**src/rtl/qpp_addr_ctrl.sv**
```systemverilog
// qpp_addr_ctrl: sequencing controller for the turbo interleaver QPP address path.
// Looks up f1/f2 for the requested block, reduces them modulo K, then walks
// pi(i) = (f1*i + f2*i^2) mod K incrementally using two running sums:
//   pi(i+1) = pi(i) + g(i),  g(i+1) = g(i) + 2*f2   (all mod K)
// with g(0) = f1 + f2. Every modular step is a single conditional subtract
// because both operands are already reduced below K.
module qpp_addr_ctrl #(
    parameter int KW = 13
) (
    input  logic          clk_i,
    input  logic          rst_i,
    input  logic          start_i,
    input  logic [7:0]    k_idx_i,
    input  logic [KW-1:0] k_len_i,
    output logic [7:0]    tbl_idx_o,
    input  logic [8:0]    tbl_f1_i,
    input  logic [9:0]    tbl_f2_i,
    output logic [KW-1:0] addr_o,
    output logic          addr_valid_o,
    input  logic          addr_ready_i,
    output logic          addr_last_o,
    output logic          busy_o,
    output logic          done_o,
    output logic          err_o
);

    localparam int SW = KW + 1;

    typedef enum logic [2:0] {
        S_IDLE,
        S_LOOKUP,
        S_REDUCE,
        S_SETUP,
        S_RUN
    } state_t;

    state_t        state_q, state_d;
    logic [KW-1:0] k_q, k_d;
    logic [7:0]    tbl_idx_q, tbl_idx_d;
    logic [SW-1:0] f1_q, f1_d;
    logic [SW-1:0] f2_q, f2_d;
    logic [KW-1:0] g_q, g_d;
    logic [KW-1:0] inc_q, inc_d;
    logic [KW-1:0] pi_q, pi_d;
    logic [KW-1:0] cnt_q, cnt_d;
    logic          done_q, done_d;
    logic          err_q, err_d;

    logic [SW-1:0] k_ext;
    logic          f1_ge_k;
    logic          f2_ge_k;
    logic          last;
    logic          handshake;

    // (a + b) mod k for a, b < k: one widened add, one conditional subtract.
    function automatic logic [KW-1:0] mod_add(input logic [KW-1:0] a,
                                              input logic [KW-1:0] b,
                                              input logic [KW-1:0] k);
        logic [SW-1:0] sum;
        sum = {1'b0, a} + {1'b0, b};
        if (sum >= {1'b0, k}) begin
            sum = sum - {1'b0, k};
        end
        return sum[KW-1:0];
    endfunction

    assign k_ext     = {1'b0, k_q};
    assign f1_ge_k   = (f1_q >= k_ext);
    assign f2_ge_k   = (f2_q >= k_ext);
    assign last      = (state_q == S_RUN) && (cnt_q == k_q - KW'(1));
    assign handshake = (state_q == S_RUN) && addr_ready_i;

    assign tbl_idx_o    = tbl_idx_q;
    assign addr_o       = pi_q;
    assign addr_valid_o = (state_q == S_RUN);
    assign addr_last_o  = last;
    assign busy_o       = (state_q != S_IDLE);
    assign done_o       = done_q;
    assign err_o        = err_q;

    // Next-state and datapath updates for the sequencing FSM.
    always_comb begin
        // NOTE: every target gets a hold/default value up front so no path through the case leaves it unassigned, which would infer a latch.
        state_d   = state_q;
        k_d       = k_q;
        tbl_idx_d = tbl_idx_q;
        f1_d      = f1_q;
        f2_d      = f2_q;
        g_d       = g_q;
        inc_d     = inc_q;
        pi_d      = pi_q;
        cnt_d     = cnt_q;
        done_d    = 1'b0;
        err_d     = 1'b0;

        case (state_q)
            S_IDLE: begin
                // A start coinciding with the done pulse belongs to the old block.
                if (start_i && !done_q) begin
                    if (k_len_i < KW'(2)) begin
                        err_d = 1'b1;
                    end else begin
                        k_d       = k_len_i;
                        tbl_idx_d = k_idx_i;
                        state_d   = S_LOOKUP;
                    end
                end
            end
            S_LOOKUP: begin
                f1_d = SW'(tbl_f1_i);
                f2_d = SW'(tbl_f2_i);
                if (tbl_f1_i == 9'd0) begin
                    err_d   = 1'b1;
                    state_d = S_IDLE;
                end else begin
                    state_d = S_REDUCE;
                end
            end
            S_REDUCE: begin
                if (!f1_ge_k && !f2_ge_k) begin
                    state_d = S_SETUP;
                end else begin
                    if (f1_ge_k) f1_d = f1_q - k_ext;
                    if (f2_ge_k) f2_d = f2_q - k_ext;
                end
            end
            S_SETUP: begin
                g_d     = mod_add(f1_q[KW-1:0], f2_q[KW-1:0], k_q);
                inc_d   = mod_add(f2_q[KW-1:0], f2_q[KW-1:0], k_q);
                pi_d    = '0;
                cnt_d   = '0;
                state_d = S_RUN;
            end
            S_RUN: begin
                if (handshake) begin
                    pi_d  = mod_add(pi_q, g_q, k_q);
                    g_d   = mod_add(g_q, inc_q, k_q);
                    cnt_d = cnt_q + KW'(1);
                    if (last) begin
                        done_d  = 1'b1;
                        state_d = S_IDLE;
                    end
                end
            end
            default: state_d = S_IDLE;
        endcase
    end

    // State and datapath registers with synchronous reset.
    always_ff @(posedge clk_i) begin
        // NOTE: non-blocking assignments so every register samples the pre-edge values.
        if (rst_i) begin
            state_q   <= S_IDLE;
            k_q       <= '0;
            tbl_idx_q <= '0;
            f1_q      <= '0;
            f2_q      <= '0;
            g_q       <= '0;
            inc_q     <= '0;
            pi_q      <= '0;
            cnt_q     <= '0;
            done_q    <= 1'b0;
            err_q     <= 1'b0;
        end else begin
            state_q   <= state_d;
            k_q       <= k_d;
            tbl_idx_q <= tbl_idx_d;
            f1_q      <= f1_d;
            f2_q      <= f2_d;
            g_q       <= g_d;
            inc_q     <= inc_d;
            pi_q      <= pi_d;
            cnt_q     <= cnt_d;
            done_q    <= done_d;
            err_q     <= err_d;
        end
    end

endmodule

```
**config.mk**
```make
export PLATFORM = sky130hd
export DESIGN_NAME = qpp_addr_ctrl
export DESIGN_NICKNAME = d
export VERILOG_FILES = /design/src/rtl/qpp_addr_ctrl.sv
export SDC_FILE = /design/constraint.sdc
export NUM_CORES = 1
export LEC_CHECK = 0
export ABC_AREA = 1
export BUFFER_PORTS_ARGS = -buffer_cell sky130_fd_sc_hd__buf_2
export CAP_MARGIN = 25
export CORE_ASPECT_RATIO = 0.75
export CORE_UTILIZATION = 45
export CTS_BUF_LIST = sky130_fd_sc_hd__clkbuf_16
export DETAILED_ROUTE_END_ITERATION = 12
export GPL_TIMING_DRIVEN = 1
export SLEW_MARGIN = 25
export SYNTH_ARGS = -nofsm -noshare
export SYNTH_HDL_FRONTEND = slang
export SYNTH_SLANG_ARGS = --single-unit
export TNS_END_PERCENT = 20
```
**constraint.sdc**
```tcl
create_clock -name clk_i -period 3.4 [get_ports clk_i]
set_input_delay 0.68 -clock clk_i [delete_from_list [all_inputs] [get_ports clk_i]]
set_output_delay 0.68 -clock clk_i [all_outputs]
set_load 0.005 [all_outputs]
```
==> run summary <==
H-tree levels -> 3
DIE WIDTH -> 184 um
Drt wl/cell -> 16.9 um
Critical path type -> flop to flop
Post-route insts no fill -> 2,278
Delay-heaviest family, CP -> simple AND/OR/NAND/NOR gates
Slowest CP cell -> dfxtp_1
Max Slew Vio Count -> 0
Cell taking the most area after synthesis -> dfxtp_1
Slew Limit Headroom -> 0.554
Synthesized instance count -> 1,805
Post-DP HPWL -> 31,000 um
Vias in the first global route -> 11,200
# setup viols final -> 0
MaxCap Viol Count -> 0
Critical-path cell list -> ha_1 -> nand2_1 -> nor2_2 -> nand3_1 -> nand3_1 -> xor2_2 -> inv_1 -> ha_1 -> nand2_1 -> nor2_1 -> nand3b_1 -> nand3_1 -> nand2_1 -> nand3_1 -> nand2_1 -> buf_4 -> nand3_1 -> nand3_1 -> a21oi_2
WP data required -> 3.71 ns
Clk_lat worst skew -> 0.37 ns
Grt total ovfl -> 0
Layout cells sized above 1 -> 0.153
DR vias -> 12,300
Slew at the pin closest to its max-slew limit -> 0.669 ns
Primary FF master, synth -> dfxtp_1
DRC errors left -> 0
ANT cells -> 0
Crit path capture type -> flop
Drt first pass iters -> 5
CTS Buf Count -> 9
Drt first-iter violations -> 1,163
Yosys top cell area share -> 0.189
Sequential area share after synthesis -> 0.189
Core area -> 0.0242 mm^2
DP Worst Slack -> -0.143 ns
Routed wire length -> 38,500 um
Mapped cell area -> 0.0112 mm^2
Setup crit end -> addr_o[0]$_SDFFE_PP0P_
Crit path max fanout -> 13
Synth Net Count -> 1,977
Hold crit path type -> flop to flop
Die ar. -> 0.0255 mm^2
Final period utilization -> 0.971
FF-to-FF End -> addr_o[0]$_SDFFE_PP0P_
Worst path buffer plus inverter count -> 2
Root Driver -> clkbuf_16
Fill cells -> 2,509
ANT nets after route -> 0
Initial Utilization -> 0.463
CP arrival -> 3.61 ns
Stages on worst setup path -> 19
Largest net degree at the start of global routing -> 33
CTS clk-pin slew, worst paths -> 0.08 ns
Status -> completed
Synth cell types -> 51
Most common cell on crit path -> nand3_1
Yosys warnings -> 0
FMAX -> 0.303 GHz
Setup WS post-layout -> 0.0989 ns
Worst Clk Skew -> 0.0119 ns
Vias per Instance -> 5.38
Synth Area per Inst -> 6.21 um^2
# clock sinks -> 106
Cell count of the worst reg-to-reg path -> 19
All-Layer GR Usage -> 0.300
Async set-reset flop share out of synthesis -> 0
Layout area overhead -> 18.5%
RSZ-0062 raised after global routing -> yes
Yosys reg bits -> 106
Critical Path Source -> g_q[7]$_SDFFE_PP0P_
Final Critical Period -> 3.30 ns
Worst r2r src -> g_q[7]$_SDFFE_PP0P_
Final nets -> 2,114
Initial antenna violation count -> 0
Die Ht -> 139 um
Max Root-Sink Buffers -> 2
IO Pins -> 70
First-pass GRT wire length -> 59,500 um
Post-synth EDFFs -> 0
Hold Buf Count CTS -> 0
Clock tree from TritonCTS -> built
Placed Cells -> 2,254
Site row count -> 49
Crit-path max cell delay -> 0.39 ns
Routability cong. -> 0.980
Post-route setup TNS -> 0 ns
Synth top area cells -> dfxtp_1, nand2_1, ha_1, nand3_1, inv_1
Port bufs -> 69
R2R setup slack -> 0.1 ns
Startpoint types -> flop
Final Hold Viols -> 0
## stage by stage
stage / util / hold slack (ns) / instance area, um^2
floorplan: - / 0.430 / 11200
global placement: 0.514 / 0.458 / 12500
detailed placement: 0.514 / 0.469 / 12500
CTS: 0.528 / 0.487 / 12800
global route: 0.548 / 0.511 / 13300
finish: 0.548 / 0.481 / 13300
## routing by layer
layer / global-route usage / routed length (um)
met4: 0.0882 / 1030
met1: 0.448 / 18900
met5: 0 / 0
met3: 0.0538 / 2880
met2: 0.433 / 15600
## how the worst min path moves through the flow
stage                                      to  slack [ns]                      start  cells past startpoint
floorplan              inc_q[12]$_SDFFE_PP0P_        0.43     inc_q[12]$_SDFFE_PP0P_                      2
global placement    tbl_idx_o[7]$_SDFFE_PP0P_        0.46  tbl_idx_o[7]$_SDFFE_PP0P_                      2
detailed placement  tbl_idx_o[0]$_SDFFE_PP0P_        0.47  tbl_idx_o[0]$_SDFFE_PP0P_                      2
CTS                 tbl_idx_o[0]$_SDFFE_PP0P_        0.49  tbl_idx_o[0]$_SDFFE_PP0P_                      2
global route            inc_q[9]$_SDFFE_PP0P_        0.51      inc_q[9]$_SDFFE_PP0P_                      2
finish              tbl_idx_o[4]$_SDFFE_PP0P_        0.48  tbl_idx_o[4]$_SDFFE_PP0P_                      2
## layout make-up
type | instances | area [um^2] | share of cell area
Clock inverter | 7 | 70.1 | 0.00528
Inverter | 248 | 932 | 0.0702
Tap cell | 331 | 414 | 0.0312
Multi-Input combinational cell | 1416 | 8440 | 0.636
Clock buffer | 9 | 225 | 0.0170
Timing Repair Buffer | 161 | 1060 | 0.0796
Sequential cell | 106 | 2140 | 0.161
## cell usage after synthesis (10+ instances only)
cell type,instances
nand2_1,452
inv_1,245
nand3_1,186
nor2_1,146
a21oi_1,142
ha_1,119
o21ai_0,114
dfxtp_1,106
xor2_1,43
xnor2_1,30
nand4_1,23
clkbuf_1,21
nor3_1,21
a31oi_1,17
o211ai_1,14
a21o_1,13
or2_2,13
nand3b_1,10
## flip-flops by register name, summed over array words and instances (netlist names)
name       count
f1_q          14
f2_q          14
addr_o        13
cnt_q         13
g_q           13
inc_q         13
k_q           13
tbl_idx_o      8
state_q        3
done_o         1
err_o          1
## worst register-to-register path, stage by stage, from the launching register on
cell and delay, ns:
dfxtp_1 0.39, ha_1 0.38, nand2_1 0.12, nor2_2 0.17
nand3_1 0.10, nand3_1 0.14, xor2_2 0.23, inv_1 0.09
ha_1 0.35, nand2_1 0.11, nor2_1 0.16, nand3b_1 0.10
nand3_1 0.13, nand2_1 0.06, nand3_1 0.07, nand2_1 0.08
buf_4 0.19, nand3_1 0.08, nand3_1 0.12, a21oi_2 0.16
## what timing repair did
| item | 4_1_cts | 5_1_grt |
|---|---|---|
| pin swaps | 0 | 22 |
| setup endpoints to repair | 22 | 27 |
| gates cloned | 0 | 2 |
| buffers inserted | 0 | 6 |
| gates resized for setup | 11 | 91 |
## cells in the final DEF, fill, tap and decap left out, types with 23 or more instances in the layout
master | Yosys | layout
buf_2 | 9 | 69
nand3_1 | 186 | 179
o21ai_0 | 114 | 112
nor2_1 | 146 | 139
ha_1 | 119 | 102
xor2_1 | 43 | 38
dfxtp_1 | 106 | 94
nand2_1 | 452 | 437
xnor2_1 | 30 | 30
a21oi_1 | 142 | 134
inv_1 | 245 | 245
nand4_1 | 23 | 23
buf_4 | 2 | 89
## logic make-up (layout without fill, tap and decap cells)
logic type / after synthesis / in the layout / synth area share
simple gates: 876 / 878 / 0.340
compound gates: 337 / 337 / 0.167
buf+inv: 285 / 425 / 0.0978
fa+ha+maj: 128 / 128 / 0.149
flops: 106 / 106 / 0.189
xor+xnor: 73 / 73 / 0.0571
Power is left out: the tool's default activity adds up to more than one toggle a clock period on the data nets, which glitch-free logic cannot reach.
